File: config.mk
export PLATFORM = sky130hd
export DESIGN_NAME = rf_mode_sequencer_flat
export DESIGN_NICKNAME = d
export VERILOG_FILES = /design/src/rtl/rf_ctrl_pkg.sv /design/src/rtl/rf_mode_sequencer_if.sv /design/src/rtl/rf_seq_timer.sv /design/src/rtl/rf_mode_sequencer.sv /design/src/flat_wrapper.sv
export SDC_FILE = /design/constraint.sdc
export NUM_CORES = 1
export LEC_CHECK = 0
export CAP_MARGIN = 20
export CELL_PAD_IN_SITES_DETAIL_PLACEMENT = 1
export CELL_PAD_IN_SITES_GLOBAL_PLACEMENT = 1
export CORE_MARGIN = 2
export CORE_UTILIZATION = 30
export DETAILED_ROUTE_END_ITERATION = 16
export DONT_BUFFER_PORTS = 1
export GPL_TIMING_DRIVEN = 1
export PLACE_DENSITY = 0.53
export SETUP_SLACK_MARGIN = 0.1
export SYNTH_ARGS = -nofsm -noshare
export SYNTH_HDL_FRONTEND = slang
export SYNTH_SLANG_ARGS = --single-unit
export TNS_END_PERCENT = 5
File: constraint.sdc
create_clock -name i_sys_clk -period 1.8 [get_ports i_sys_clk]
set_input_delay 0 -clock i_sys_clk [delete_from_list [all_inputs] [get_ports i_sys_clk]]
set_output_delay 0 -clock i_sys_clk [all_outputs]
set_load 0.02 [all_outputs]
File: src/rtl/rf_ctrl_pkg.sv
// RF control shared definitions: mode encodings, IO control
// register address, helpers and the mode sequencer state set.
package rf_ctrl_pkg;

  localparam logic [2:0] RF_LOW_POWER = 3'b000;
  localparam logic [2:0] RF_BYPASS    = 3'b001;
  localparam logic [2:0] RF_RX_LPF    = 3'b010;
  localparam logic [2:0] RF_RX_HPF    = 3'b011;
  localparam logic [2:0] RF_TX_LPF    = 3'b100;
  localparam logic [2:0] RF_TX_HPF    = 3'b101;

  localparam logic [4:0] IOC_MODE        = 5'b00001;
  localparam logic [1:0] DEBUG_MODE_NONE = 2'b00;

  typedef enum logic [2:0] {
    ST_INIT_WR,
    ST_IDLE,
    ST_BREAK_WR,
    ST_GUARD,
    ST_MAKE_WR,
    ST_SETTLE,
    ST_DONE
  } seq_state_e;

  function automatic logic is_tx(input logic [2:0] m);
    return m[2:1] == 2'b10;
  endfunction

  function automatic logic is_legal(input logic [2:0] m);
    return m <= RF_TX_HPF;
  endfunction

endpackage

File: src/rtl/rf_mode_sequencer_if.sv
// Host request handshake plus IO control write port
// of the RF mode sequencer.
interface rf_mode_sequencer_if;
  logic       req_valid;
  logic [2:0] req_mode;
  logic       req_ready;
  logic       cs;
  logic       load_cmd;
  logic [4:0] ioc;
  logic [7:0] data;

  modport master (
    output req_valid,
    output req_mode,
    input  req_ready,
    input  cs,
    input  load_cmd,
    input  ioc,
    input  data
  );

  modport slave (
    input  req_valid,
    input  req_mode,
    output req_ready,
    output cs,
    output load_cmd,
    output ioc,
    output data
  );
endinterface

File: src/rtl/rf_seq_timer.sv
// Loadable down-counter with zero flag, shared by the
// guard and settle phases of the mode sequencer.
module rf_seq_timer #(
  parameter int W = 7
) (
  input  logic         i_sys_clk,
  input  logic         i_rst_b,
  input  logic         load,
  input  logic [W-1:0] load_val,
  input  logic         dec,
  output logic         zero
);

  logic [W-1:0] cnt;

  always_ff @(posedge i_sys_clk or negedge i_rst_b) begin
    if (!i_rst_b) begin
      cnt <= '0;
    end else if (load) begin
      cnt <= load_val;
    end else if (dec && cnt != '0) begin
      cnt <= cnt - 1'b1;
    end
  end

  assign zero = (cnt == '0);

endmodule

File: src/rtl/rf_mode_sequencer.sv
// Break-before-make RF mode sequencer: low-power write, guard,
// target write, settle, then a done pulse.
module rf_mode_sequencer
  import rf_ctrl_pkg::*;
#(
  parameter int GUARD_CYCLES  = 16,
  parameter int SETTLE_CYCLES = 64
) (
  input  logic                i_sys_clk,
  input  logic                i_rst_b,
  rf_mode_sequencer_if.slave  bus,
  input  logic                i_tx_inhibit,
  output logic [2:0]          o_cur_mode,
  output logic                o_busy,
  output logic                o_done,
  output logic                o_err
);

  localparam int MAX_C =
    (GUARD_CYCLES > SETTLE_CYCLES) ? GUARD_CYCLES : SETTLE_CYCLES;
  localparam int CNT_W = $clog2(MAX_C + 1);

  seq_state_e state;
  logic [2:0] target;
  logic [2:0] cur_mode;
  logic       abort;
  logic       cs_q;
  logic       ready_q;
  logic       busy_q;
  logic       done_q;
  logic       err_q;
  logic [4:0] ioc_q;
  logic [7:0] data_q;

  logic             t_load;
  logic             t_dec;
  logic [CNT_W-1:0] t_val;
  logic             t_zero;

  logic auto_sd;
  logic tx_block;
  logic req_bad;

  assign auto_sd  = i_tx_inhibit && is_tx(cur_mode);
  assign tx_block = is_tx(target) && i_tx_inhibit;
  assign req_bad  = !is_legal(bus.req_mode) ||
                    (is_tx(bus.req_mode) && i_tx_inhibit);

  // Settle after INIT_WR also spans the write cycle itself,
  // hence the full count there and count-1 elsewhere.
  always_comb begin
    t_load = 1'b0;
    t_dec  = 1'b0;
    t_val  = '0;
    unique case (state)
      ST_INIT_WR: begin
        t_load = 1'b1;
        t_val  = CNT_W'(SETTLE_CYCLES);
      end
      ST_BREAK_WR: begin
        t_load = 1'b1;
        if (target == RF_LOW_POWER)
          t_val = CNT_W'(SETTLE_CYCLES - 1);
        else
          t_val = CNT_W'(GUARD_CYCLES - 1);
      end
      ST_GUARD: begin
        if (tx_block) begin
          t_load = 1'b1;
          t_val  = CNT_W'(SETTLE_CYCLES - 1);
        end else begin
          t_dec = 1'b1;
        end
      end
      ST_MAKE_WR: begin
        t_load = 1'b1;
        t_val  = CNT_W'(SETTLE_CYCLES - 1);
      end
      ST_SETTLE: t_dec = 1'b1;
      default: ;
    endcase
  end

  rf_seq_timer #(.W(CNT_W)) u_timer (
    .i_sys_clk (i_sys_clk),
    .i_rst_b   (i_rst_b),
    .load      (t_load),
    .load_val  (t_val),
    .dec       (t_dec),
    .zero      (t_zero)
  );

  // Outputs are registered against the next state so the strobe
  // lines up with the write state it belongs to.
  always_ff @(posedge i_sys_clk or negedge i_rst_b) begin
    if (!i_rst_b) begin
      state    <= ST_INIT_WR;
      target   <= RF_LOW_POWER;
      cur_mode <= RF_LOW_POWER;
      abort    <= 1'b0;
      cs_q     <= 1'b0;
      ready_q  <= 1'b0;
      busy_q   <= 1'b1;
      done_q   <= 1'b0;
      err_q    <= 1'b0;
      ioc_q    <= IOC_MODE;
      data_q   <= 8'h00;
    end else begin
      cs_q    <= 1'b0;
      ready_q <= 1'b0;
      busy_q  <= 1'b1;
      done_q  <= 1'b0;
      err_q   <= 1'b0;
      ioc_q   <= IOC_MODE;
      unique case (state)
        ST_INIT_WR: begin
          cs_q     <= 1'b1;
          data_q   <= {3'b000, RF_LOW_POWER, DEBUG_MODE_NONE};
          cur_mode <= RF_LOW_POWER;
          target   <= RF_LOW_POWER;
          abort    <= 1'b0;
          state    <= ST_SETTLE;
        end
        ST_IDLE: begin
          if (auto_sd) begin
            target   <= RF_LOW_POWER;
            abort    <= 1'b0;
            cs_q     <= 1'b1;
            data_q   <= {3'b000, RF_LOW_POWER, DEBUG_MODE_NONE};
            cur_mode <= RF_LOW_POWER;
            state    <= ST_BREAK_WR;
          end else if (bus.req_valid && ready_q) begin
            target <= bus.req_mode;
            abort  <= 1'b0;
            if (req_bad) begin
              done_q <= 1'b1;
              err_q  <= 1'b1;
              state  <= ST_DONE;
            end else if (bus.req_mode == cur_mode) begin
              done_q <= 1'b1;
              state  <= ST_DONE;
            end else begin
              cs_q     <= 1'b1;
              data_q   <= {3'b000, RF_LOW_POWER, DEBUG_MODE_NONE};
              cur_mode <= RF_LOW_POWER;
              state    <= ST_BREAK_WR;
            end
          end else begin
            busy_q  <= 1'b0;
            ready_q <= !auto_sd;
          end
        end
        ST_BREAK_WR: begin
          if (target == RF_LOW_POWER)
            state <= ST_SETTLE;
          else
            state <= ST_GUARD;
        end
        ST_GUARD: begin
          if (tx_block) begin
            abort <= 1'b1;
            state <= ST_SETTLE;
          end else if (t_zero) begin
            cs_q     <= 1'b1;
            data_q   <= {3'b000, target, DEBUG_MODE_NONE};
            cur_mode <= target;
            state    <= ST_MAKE_WR;
          end
        end
        ST_MAKE_WR: state <= ST_SETTLE;
        ST_SETTLE: begin
          if (t_zero) begin
            done_q <= 1'b1;
            err_q  <= abort;
            state  <= ST_DONE;
          end
        end
        ST_DONE: begin
          busy_q  <= 1'b0;
          ready_q <= !auto_sd;
          state   <= ST_IDLE;
        end
        default: state <= ST_INIT_WR;
      endcase
    end
  end

  assign bus.req_ready = ready_q;
  assign bus.cs        = cs_q;
  assign bus.load_cmd  = cs_q;
  assign bus.ioc       = ioc_q;
  assign bus.data      = data_q;
  assign o_cur_mode    = cur_mode;
  assign o_busy        = busy_q;
  assign o_done        = done_q;
  assign o_err         = err_q;

endmodule
File: src/flat_wrapper.sv
// flat-port wrapper written by rule: the top's interface ports become plain ports
module rf_mode_sequencer_flat import rf_ctrl_pkg::*;
#(
  parameter int GUARD_CYCLES  = 16,
  parameter int SETTLE_CYCLES = 64
)
  (i_sys_clk, i_rst_b, i_tx_inhibit, o_cur_mode, o_busy, o_done, o_err, bus_req_valid, bus_req_mode, bus_req_ready, bus_cs, bus_load_cmd, bus_ioc, bus_data);
  rf_mode_sequencer_if bus_i ();
  input  logic i_sys_clk;
  input  logic i_rst_b;
  input  logic i_tx_inhibit;
  output logic [2:0] o_cur_mode;
  output logic o_busy;
  output logic o_done;
  output logic o_err;
  input wire logic [$bits(bus_i.req_valid)-1:0] bus_req_valid;
  input wire logic [$bits(bus_i.req_mode)-1:0] bus_req_mode;
  output wire logic [$bits(bus_i.req_ready)-1:0] bus_req_ready;
  output wire logic [$bits(bus_i.cs)-1:0] bus_cs;
  output wire logic [$bits(bus_i.load_cmd)-1:0] bus_load_cmd;
  output wire logic [$bits(bus_i.ioc)-1:0] bus_ioc;
  output wire logic [$bits(bus_i.data)-1:0] bus_data;
  assign bus_i.req_valid = bus_req_valid;
  assign bus_i.req_mode = bus_req_mode;
  assign bus_req_ready = bus_i.req_ready;
  assign bus_cs = bus_i.cs;
  assign bus_load_cmd = bus_i.load_cmd;
  assign bus_ioc = bus_i.ioc;
  assign bus_data = bus_i.data;
  rf_mode_sequencer #(.GUARD_CYCLES(GUARD_CYCLES), .SETTLE_CYCLES(SETTLE_CYCLES)) u_core (.i_sys_clk(i_sys_clk), .i_rst_b(i_rst_b), .bus(bus_i), .i_tx_inhibit(i_tx_inhibit), .o_cur_mode(o_cur_mode), .o_busy(o_busy), .o_done(o_done), .o_err(o_err));
endmodule
# Word level (Yosys, flattened, before mapping)
# Index checks and enable logic that the tools add are counted.
# op_classes
n_eq_ne	18
n_mux	62
n_reduce_logical	21
n_addsub	1
magnitude_cmp	1
# ops
operator	n
3-bit two-way mux	16
8-bit two-way mux	6
7-bit case mux with 4 select lines	1
8-bit case mux with 3 select lines	1
1-bit two-way mux	23
3-bit case mux with 6 select lines	1
7-bit two-way mux	2
6-bit two-way mux	2
1-bit case mux with 2 select lines	6
3-bit == test (second input constant)	3
3-bit case mux with 3 select lines	1
7-bit zero test	1
7-bit nonzero test	1
7-bit by 1-bit subtractor with 7-bit output (second input constant)	1
2-bit == test (second input constant)	3
3-bit by 2-bit == test with 1-bit output (second input constant)	2
3-bit zero test	2
2-bit by 1-bit inequality test with 1-bit output (second input constant)	3
3-bit by 1-bit inequality test with 1-bit output (second input constant)	2
3-bit by 2-bit inequality test with 1-bit output (second input constant)	2
1-bit case mux with 3 select lines	2
3-bit case mux with 2 select lines	1
3-bit AND reduction	2
6-bit AND reduction	1
other kinds (12)	18
# totals
reg_bits	30
output_inout_bits	22

# Depth between registers and ports, before layout
# Gate-level depths: netlist of run 1.
# depth
ltp_word	7
ltp_mapped	6
mapped_depth_nobuf	6

# By module
# Synthesis of run 1 repeated with hierarchy kept, for this count alone.
# unflattened
hier_cells	181
hier_area_um2	1508.9
# modules_own_cells
mod	area_each_um2	cells_each	instances
rf_mode_sequencer	1047.3	129	1
rf_seq_timer	461.7	52	1

# Worst setup path before layout of run 1
# Ideal clock, no wire load.
# synth_timing
kind	reg-to-reg
startpoint	register u_core.u_timer.cnt[0]
endpoint	register u_core.u_timer.cnt[1]
t_arrival_ps	1574
path_slack_ps	101
stages_incl_launch_ff	7
synth_period_minus_slack_ps	1699
setup_ps	125
cell_sequence	dfrtp_1 > inv_1 > ha_1 > nor4b_4 > nand4_2 > nand2_2 > mux2_4
# synth_between
elab_chain_len	3
word_cells_on_any_way	6
cone_classes	add/sub (1); mux (2); reduce/logical (3)
# synth_lines
element	line	source
start: declaration	rf_seq_timer.sv:14	logic [W-1:0] cnt;
start signal: assignment	rf_seq_timer.sv:20	cnt <= load_val;
start signal: assignment	rf_seq_timer.sv:22	cnt <= cnt - 1'b1;
7-bit by 1-bit subtractor with 7-bit output or 7-bit nonzero test (tied branches)	rf_seq_timer.sv:22, rf_seq_timer.sv:21	
7-bit two-way mux or 1-bit logical AND (tied branches)	rf_seq_timer.sv:21	end else if (dec && cnt != '0) begin
7-bit two-way mux or 2-bit nonzero test (tied branches)	n/a	
# Several ways; a longest one is shown, not always the timed one. The select of a mux whose other input is x is not followed.
# A chain may end at the register's enable or synchronous reset.

# Final worst setup path of run 1
# layout_timing
startpoint	register u_core.u_timer.cnt[1]
endpoint	register u_core.u_timer.cnt[1]
# The elaborated chain is that of the path after synthesis.

==> flow_summary.yaml, run 1 <==
floorplan:
  core_area_um2: 4820
  ios: 29
  start_util_pct: 31.7
  die_x_um: 75.3
  dieArea_um2: 5670
  num_rows: 25
  die_h_um: 75.3
setup_path:
  crit_path_cell_trace: "inv_2, ha_4, nor4b_4, buf_4, a311oi_4, nand2_2, mux2_4"
  path_class: "reg -> reg"
  slowest_stage: "a311oi_4"
  cp.buffers_inverters: 2
  arrival_ns: 1.98
  slowest_delay_ns: 0.41
  cp-end-kind: "register"
  crit_family: "compound AO/OA/AOI/OAI gates"
  cp-start-kind: "register"
  cp_max_fo: 5
  required_ns: 1.95
yosys:
  syn_inst: 154
  synthArstFlopShare_pct: 100
  ys_top_cells_by_area: "dfrtp_1, buf_4, nor2_1"
  synth-seq-cells: 22
  ys_types: 57
  avgSynthCellArea_um2: 9.90
  ys_seq_area_share_pct: 36.2
  yosys_warnings: 0
  syn_area_um2: 1530
  synth_edf_count: 0
  yosys.area.top_type: "dfrtp_1"
  synthFlopType: "dfrtp_1"
  yosys.area.top_type_share_pct: 34.5
sta:
  worst_pin_slew_ns: 0.479
  skew_ns: 0.00430
  max_freq_mhz: 547
  hold_viol: 0
  drv_slew: 0
  setup_viol: 1
  fin_crit_sh_pct: 102
  relSlewSlack_pct: 67.2
  fin_ws_ns: -0.0288
  rsz0062_at_grt: "true"
  fin_crit_ns: 1.83
route:
  viasPerCell: 5.19
  wl_met1_mm: 1.92
  wl_mm: 4.25
  routed.top_layer: "met4"
  drc: 0
  ant_nets: 0
  wl_met3_um: 116
  met2_wirelength_mm: 2.16
  vias: 1288
  firstDrtPassIters: 4
  drtIter0Drc: 50
  wl_per_cell_um: 17.1
cells_and_area:
  final_common_cell: "buf_4"
  fin_nets: 191
  diodes: 0
  area_delta_synth_final_pct: 24.2
  mostFrequentLayoutCells: "buf_4, dfrtp_1, nor2_1, conb_1, a21oi_1"
  stdcell_area_um2: 1890
  drive_gt1_share_pct: 34.8
global_route:
  grt_usage_pct: 15.7
  antenna_found_initial: 0
  grt_start_max_net_pins: 23
  grt_pass1_vias: 1361
  grt_remaining_overflow: 0
  grt_pass1_wl_mm: 6.71
job:
  cap_violations: 0
clocking:
  cts_tree: "yes"
  clk_latency_ns: 0.26
  clk_transition_reported_paths_ns: 0.09
  cts_buffer_depth: 2
  cts_buffers: 3
  h-tree-depth: 1
  cts-root-buf: "clkbuf_8"
  cts_sinks: 22
hold_path:
  min_path_type: "in -> reg"
placement:
  io_buffers: 0
  hpwlAfterDp_mm: 3.10
  gp_congestion: 0.809
  placed_area_um2: 1660
  pre_cts_ws_ns: -0.00182
power:
  leakagePower_nw: 0.802
  ir_worst_vdd_v: 0.000597
  p_per_area_nw_per_um2: 1840
outcome:
  outcome: "finished with violations"
  violations: "setup timing"
-- synth_stat cells, types with 4 or more instances --
library cell / count
nor2b_1: 4
nor3_1: 6
inv_1: 6
dfrtp_1: 21
a21oi_1: 6
nor2_1: 10
xnor2_1: 4
buf_4: 15
o21ai_0: 5
buf_2: 4
-- state kept, by name, summed over array words and instances, names as in the netlist --
| name | cells |
|---|---|
| u_core.bus.req_ready | 1 |
| u_core.bus.data | 3 |
| u_core.target | 3 |
| u_core.o_busy | 1 |
| u_core.bus.cs | 1 |
| u_core.o_done | 1 |
| u_core.o_err | 1 |
| u_core.u_timer.cnt | 7 |
| u_core.state | 3 |
| u_core.abort | 1 |
-- metrics by stage --
stage | power [W] | hold WS (ns) | instances | setup TNS, ns | util (%)
after floorplan | 0.00223 | -0.296 | 162 | 0 | -
after global placement | 0.00275 | -0.295 | 229 | 0 | 34.5
after detailed placement | 0.00281 | -0.295 | 229 | -0.00182 | 34.5
after CTS | 0.00329 | 0.0604 | 241 | 0 | 37.5
after global routing | 0.00374 | 0.0900 | 248 | -0.185 | 39.3
final | 0.00348 | 0.0605 | 248 | -0.0288 | 39.3
-- tightest hold or removal path: cells and delay by family --
family,cells,cell delay [ns]
and+or+nand+nor,1,0.08
AOI/OAI and AO/OA,2,0.19
-- routing by layer --
layer / track usage, % / vias up
met5: 0 / -
met4: 4.68 / 0
met3: 1.85 / 4
met2: 28.1 / 24
met1: 19.8 / 654
li1: - / 606
-- cell type report --
class | instances | area [um^2]
fillers | 564 | 2920
multi-input cells | 113 | 872
flip-flops and latches | 22 | 556
repair buffers | 36 | 305
well taps | 67 | 83.8
clock buffers | 4 | 55.1
inverters | 6 | 22.5
-- power breakdown --
| part | internal (W) | total (W) | switching (W) |
|---|---|---|---|
| sequential | 0.000682 | 0.000977 | 0.000295 |
| combinational | 0.00108 | 0.00213 | 0.00105 |
| clock | 0.000195 | 0.000371 | 0.000176 |
-- kinds of logic after synthesis --
group                      synth area share, %
and+or+nand+nor                           21.8
adders and majority gates                 1.64
AOI/OAI and AO/OA                         25.4
muxes                                    0.984
DFF                                       36.2
buffers and inverters                     11.2
other                                    0.492
xor gates and xnor gates                  2.30
-- repair_timing --
item,CTS,global route
cloned,0,0
pin swaps,2,4
endpoints found under the setup margin,18,19
hold buffers,5,0
setup buffers,4,7
hold endpoints to repair,25,0
resized for setup,3,11
-- final timing paths --
path / from / end / slack (ns) / cells past startpoint
worst min register to register: u_core.u_timer.cnt[3] / u_core.u_timer.cnt[3] / 0.55 / 1
min in group asynchronous: i_rst_b / u_core.target[0] / 0.16 / 2
max in group asynchronous: i_rst_b / u_core.o_busy / 1.42 / 2
worst min-delay path: i_tx_inhibit / u_core.o_err / 0.06 / 3
worst max-delay path: u_core.u_timer.cnt[1] / u_core.u_timer.cnt[1] / -0.03 / 7
worst max register to register: u_core.u_timer.cnt[1] / u_core.u_timer.cnt[1] / -0.03 / 7
Note: power is estimated with default switching activity, not from simulation.
==> run 2, diff against run 1 <==
--- a/config.mk
+++ b/config.mk
@@ -8,11 +8,12 @@
 export CAP_MARGIN = 20
 export CELL_PAD_IN_SITES_DETAIL_PLACEMENT = 1
 export CELL_PAD_IN_SITES_GLOBAL_PLACEMENT = 1
-export CORE_MARGIN = 2
 export CORE_UTILIZATION = 30
+export CTS_BUF_LIST = sky130_fd_sc_hd__clkbuf_16
 export DETAILED_ROUTE_END_ITERATION = 16
 export DONT_BUFFER_PORTS = 1
 export GPL_TIMING_DRIVEN = 1
+export HOLD_SLACK_MARGIN = 0.15
 export PLACE_DENSITY = 0.53
 export SETUP_SLACK_MARGIN = 0.1
 export SYNTH_ARGS = -nofsm -noshare
==> run 2 against run 1 <==
Effect of this change: the flow now finishes without violations; sequential share of layout area about the same; non-clock buffer count decreased by 3; clock skew about the same; sequential power decreased by 4.7%; die area decreased by 5.2%; global-route usage increased by 1.4 points; wire length decreased by 0.94%; combinational power decreased by 3%; design area decreased by 0.40%; count of clock-buffer cells in the layout decreased by 1; worst hold slack improved by 0.085 ns; worst setup slack improved by 0.070 ns; critical path type unchanged; critical endpoint unchanged.
==> flow_summary.yaml, run 2 (synthesized netlist as in run 1, its figures left out) <==
outcome:
  outcome: "finished clean"
clocking:
  cts_buffer_depth: 2
  clk_latency_ns: 0.26
  h-tree-depth: 1
  cts_sinks: 22
  cts_tree: "yes"
  cts_buffers: 3
  clk_transition_reported_paths_ns: 0.06
  cts-root-buf: "clkbuf_16"
power:
  ir_worst_vdd_v: 0.000699
  p_per_area_nw_per_um2: 1840
  leakagePower_nw: 0.798
setup_path:
  path_class: "reg -> reg"
  required_ns: 1.94
  rrSetupSlack_ns: 0.04
  arrival_ns: 1.90
  cp-start-kind: "register"
  cp_max_fo: 6
  cp-end-kind: "register"
floorplan:
  ios: 29
  die_h_um: 73.3
  dieArea_um2: 5370
  core_area_um2: 4820
  die_x_um: 73.3
  num_rows: 25
  start_util_pct: 31.7
route:
  drtIter0Drc: 27
  viasPerCell: 5.29
  wl_mm: 4.21
  ant_nets: 0
  wl_per_cell_um: 17.2
  drc: 0
  firstDrtPassIters: 4
  vias: 1296
cells_and_area:
  largest_register_ffs: 7
  top_register: "u_core.u_timer.cnt"
  fill_cells: 570
  mostFrequentLayoutCells: "buf_4, dfrtp_1, nor2_1, conb_1"
  area_delta_synth_final_pct: 23.7
  fin_nets: 188
  final_common_cell: "buf_4"
  drive_gt1_share_pct: 30.3
  fin_cells: 245
  diodes: 0
global_route:
  grt_remaining_overflow: 0
  grt_pass1_wl_mm: 6.93
  grt_pass1_vias: 1425
  grt_usage_pct: 17.0
  antenna_found_initial: 0
  grt_start_max_net_pins: 23
placement:
  dp.cells: 233
  hpwlAfterDp_mm: 3.07
  io_buffers: 0
  gp_congestion: 0.793
job:
  cap_violations: 0
sta:
  fin_crit_sh_pct: 97.7
  setup_viol: 0
  worst_pin_slew_ns: 0.574
  drv_slew: 0
  rsz0062_at_grt: "true"
  fin_tns_setup_ns: 0
  skew_ns: 0.00458
  max_freq_mhz: 568
  relSlewSlack_pct: 61.8
  fin_crit_ns: 1.76
  hold_viol: 0
hold_path:
  min_path_type: "in -> reg"
run 2: stage by stage:
step / hold WS, ns / power, W / area, um^2 / setup WS, ns / utilization, %
finish: 0.145 / 0.00347 / 1890 / 0.0408 / 39.2
global route: 0.169 / 0.00373 / 1890 / -0.0344 / 39.2
CTS: 0.152 / 0.00340 / 1850 / 0.0488 / 38.4
detailed placement: -0.295 / 0.00283 / 1680 / 0.0228 / 34.8
global placement: -0.295 / 0.00277 / 1680 / 0.0675 / 34.8
floorplan: -0.296 / 0.00223 / 1560 / 0.101 / -
run 2: worst paths after layout:
| kind | from | to | cells after the start |
|---|---|---|---|
| setup / recovery | u_core.u_timer.cnt[0] | u_core.u_timer.cnt[1] | 6 |
| setup reg to reg | u_core.u_timer.cnt[0] | u_core.u_timer.cnt[1] | 6 |
| max in group asynchronous | i_rst_b | u_core.o_busy | 2 |
| hold reg to reg | u_core.u_timer.cnt[3] | u_core.u_timer.cnt[3] | 1 |
| hold / removal | i_tx_inhibit | u_core.o_busy | 3 |
| min in group asynchronous | i_rst_b | u_core.bus.req_ready | 2 |
run 2: report_power, final:
group          switching (W)  internal, W
Clock               0.000184     0.000297
Combinational        0.00107     0.000990
Sequential          0.000251     0.000680
run 2: cell type report:
class	instances	area (um^2)	area share [%]
timing repair buffer	33	275	14.6
clock inverter	1	3.75	0.199
multi-input combinational	113	873	46.3
tap	67	83.8	4.44
clock buffer	3	75.1	3.98
sequential	22	553	29.3
inverter	6	22.5	1.19
run 2: metal layers:
layer | track usage, % | routed length [um] | part of all wire (%)
met1 | 20.3 | 1890 | 45
met2 | 31.4 | 2160 | 51
met3 | 2.19 | 102 | 2.4
met4 | 5.77 | 58 | 1.4
met5 | 0 | 0 | 0
run 2: repair_timing:
| item | in CTS | in global routing |
|---|---|---|
| setup buffers | 0 | 1 |
| endpoints found under the hold margin | 27 | 0 |
| pin swaps | 1 | 5 |
| gates resized for setup | 1 | 9 |
| endpoints found under the setup margin | 7 | 19 |
| hold buffers | 7 | 0 |
run 2: worst max-delay path: stages, from the launching register on:
cell and delay, ns:
dfrtp_1 0.38, inv_2 0.05, ha_2 0.17, nor4b_4 0.15, a311oi_4 0.45, nand2_2 0.13, mux2_4 0.32
==> run 3, diff against run 2 <==
==> constraint.sdc (replaced) <==
create_clock -name i_sys_clk -period 1.8 [get_ports i_sys_clk]
set_input_delay 0 -clock i_sys_clk [delete_from_list [all_inputs] [get_ports i_sys_clk]]
set_output_delay 0 -clock i_sys_clk [all_outputs]
set_load 0.005 [all_outputs]
==> run 3 against run 2 <==
Effect of this change: design area increased by 2.3%; sequential power down 2%; clock skew hardly changed; register-to-register slack improved by 0.03 ns; cell count decreased by 0.41%; utilization increased by 0.88 points; largest cell class unchanged; largest power group unchanged.
==> flow_summary.yaml, run 3 (synthesized netlist as in run 1, its figures left out) <==
sta:
  fin_tns_setup_ns: 0
  drv_slew: 0
  hold_viol: 0
  max_freq_mhz: 579
  rsz0062_at_grt: "true"
  fin_crit_ns: 1.73
  skew_ns: 0.00475
  fin_crit_sh_pct: 96.0
  setup_viol: 0
global_route:
  grt_usage_pct: 17.2
  grt_pass1_wl_mm: 7.05
  grt_remaining_overflow: 0
  grt_start_max_net_pins: 23
  grt_pass1_vias: 1384
  antenna_found_initial: 0
cells_and_area:
  fill_cells: 544
  stdcell_area_um2: 1930
  diodes: 0
  largest_register_ffs: 7
  final_util_pct: 40.1
  fin_nets: 187
  area_delta_synth_final_pct: 26.5
  drive_gt1_share_pct: 28.2
  mostFrequentLayoutCells: "buf_4, dfrtp_1, nor2_1, conb_1, dlygate4sd3_1"
  top_register: "u_core.u_timer.cnt"
route:
  wl_mm: 4.22
  firstDrtPassIters: 4
  drc: 0
  ant_nets: 0
  wl_per_cell_um: 17.3
  viasPerCell: 5.21
  vias: 1271
  drtIter0Drc: 25
power:
  power_frac_clock_pct: 13.6
  ir_worst_vdd_v: 0.000778
  internal_power_w: 0.00207
  p_sw_share_pct: 41.4
  power.share.combinational_pct: 60.4
  pwr-share-seq_pct: 25.9
  switchingPower_w: 0.00146
  power_w: 0.00353
  p_per_area_nw_per_um2: 1830
  leakagePower_nw: 0.806
clocking:
  h-tree-depth: 1
  clk_transition_reported_paths_ns: 0.06
  cts-root-buf: "clkbuf_16"
  cts_buffer_depth: 2
  cts_buffers: 3
  clk_latency_ns: 0.26
  cts_tree: "yes"
  cts_sinks: 22
placement:
  gp_congestion: 0.782
  hpwlAfterDp_mm: 3.12
  io_buffers: 0
  placed_area_um2: 1670
floorplan:
  die_x_um: 73.3
  die_h_um: 73.3
  dieArea_um2: 5370
  ios: 29
  start_util_pct: 31.7
  num_rows: 25
  core_area_um2: 4820
setup_path:
  cp.buffers_inverters: 1
  required_ns: 1.94
  cp-start-kind: "register"
  arrival_ns: 1.87
  cp_max_fo: 6
  slowest_stage: "a311oi_4"
  path_class: "reg -> reg"
  crit_path_cell_trace: "inv_2, ha_2, nor4b_4, a311oi_4, nand2_2, mux2_4"
  crit_family: "compound AO/OA/AOI/OAI gates"
  slowest_delay_ns: 0.44
  cp-end-kind: "register"
outcome:
  outcome: "finished clean"
hold_path:
  min_path_type: "in -> reg"
job:
  cap_violations: 0
-- run 3: changes by cell type in the layout (fill, tap and decap cells not counted), sizes merged --
| cell | change |
|---|---|
| clkinv | +1 |
| inv | -1 |
| buf | -2 |
| dlygate4sd3 | +1 |
-- run 3: power by group through the flow --
stage	Clock, W	Combinational, W	Sequential [W]
2_1_floorplan	0	0.00135	0.000813
3_3_place_gp	0	0.00187	0.000909
3_5_place_dp	0	0.00191	0.000920
4_1_cts	0.000496	0.00200	0.000904
5_1_grt	0.000511	0.00236	0.000938
6_report	0.000481	0.00213	0.000915
-- run 3: final timing paths --
path                                          to             startpoint  slack [ns]  cells after the start
setup / recovery           u_core.u_timer.cnt[1]  u_core.u_timer.cnt[0]        0.07                      6
hold / removal                   u_core.state[2]           i_tx_inhibit        0.16                      3
setup reg to reg           u_core.u_timer.cnt[1]  u_core.u_timer.cnt[0]        0.07                      6
hold reg to reg            u_core.u_timer.cnt[3]  u_core.u_timer.cnt[3]        0.54                      1
max in group asynchronous          u_core.o_busy                i_rst_b        0.66                      3
min in group asynchronous       u_core.target[2]                i_rst_b        0.64                      2
-- run 3: layer usage --
metal / part of all wire [%] / vias to the layer above / wire, um / track usage, %
met2: 51 / 21 / 2170 / 31.3
met4: 0.90 / 0 / 38 / 4.06
met1: 46 / 645 / 1930 / 21.4
li1: - / 600 / - / -
met3: 1.9 / 5 / 82 / 2.47
met5: 0 / - / 0 / 0
-- run 3: per-stage QoR --
stage | hold slack [ns] | setup slack (ns) | std cells
floorplan | -0.296 | 0.101 | 162
global placement | -0.295 | 0.0603 | 228
detailed placement | -0.295 | 0.0302 | 228
CTS | 0.158 | 0.0762 | 239
global route | 0.174 | -0.0156 | 244
finish | 0.156 | 0.0715 | 244
-- run 3: area by class of cell --
cell class / instances / area (um^2) / share of cell area, %
Multi-Input combinational cell: 113 / 872 / 45.2
Sequential cell: 22 / 553 / 28.7
Timing Repair Buffer: 32 / 319 / 16.5
Tap cell: 67 / 83.8 / 4.35
Clock buffer: 3 / 75.1 / 3.89
Inverter: 6 / 22.5 / 1.17
Clock inverter: 1 / 3.75 / 0.195
-- run 3: timing repair --
action | 4_1_cts | 5_1_grt
resized for setup | 4 | 6
hold endpoints to repair | 27 | 5
buffers inserted | 1 | 3
pin swaps | 1 | 5
hold buffers | 6 | 1
setup endpoints to repair | 9 | 18
-- run 3: worst register-to-register path, delay by kind of cell (launching register included) --
kind,cells,cell delay (ns)
adders and majority gates,1,0.17
AOI/OAI and AO/OA,1,0.44
DFF,1,0.38
and+or+nand+nor,2,0.25
muxes,1,0.31
buffers and inverters,1,0.05
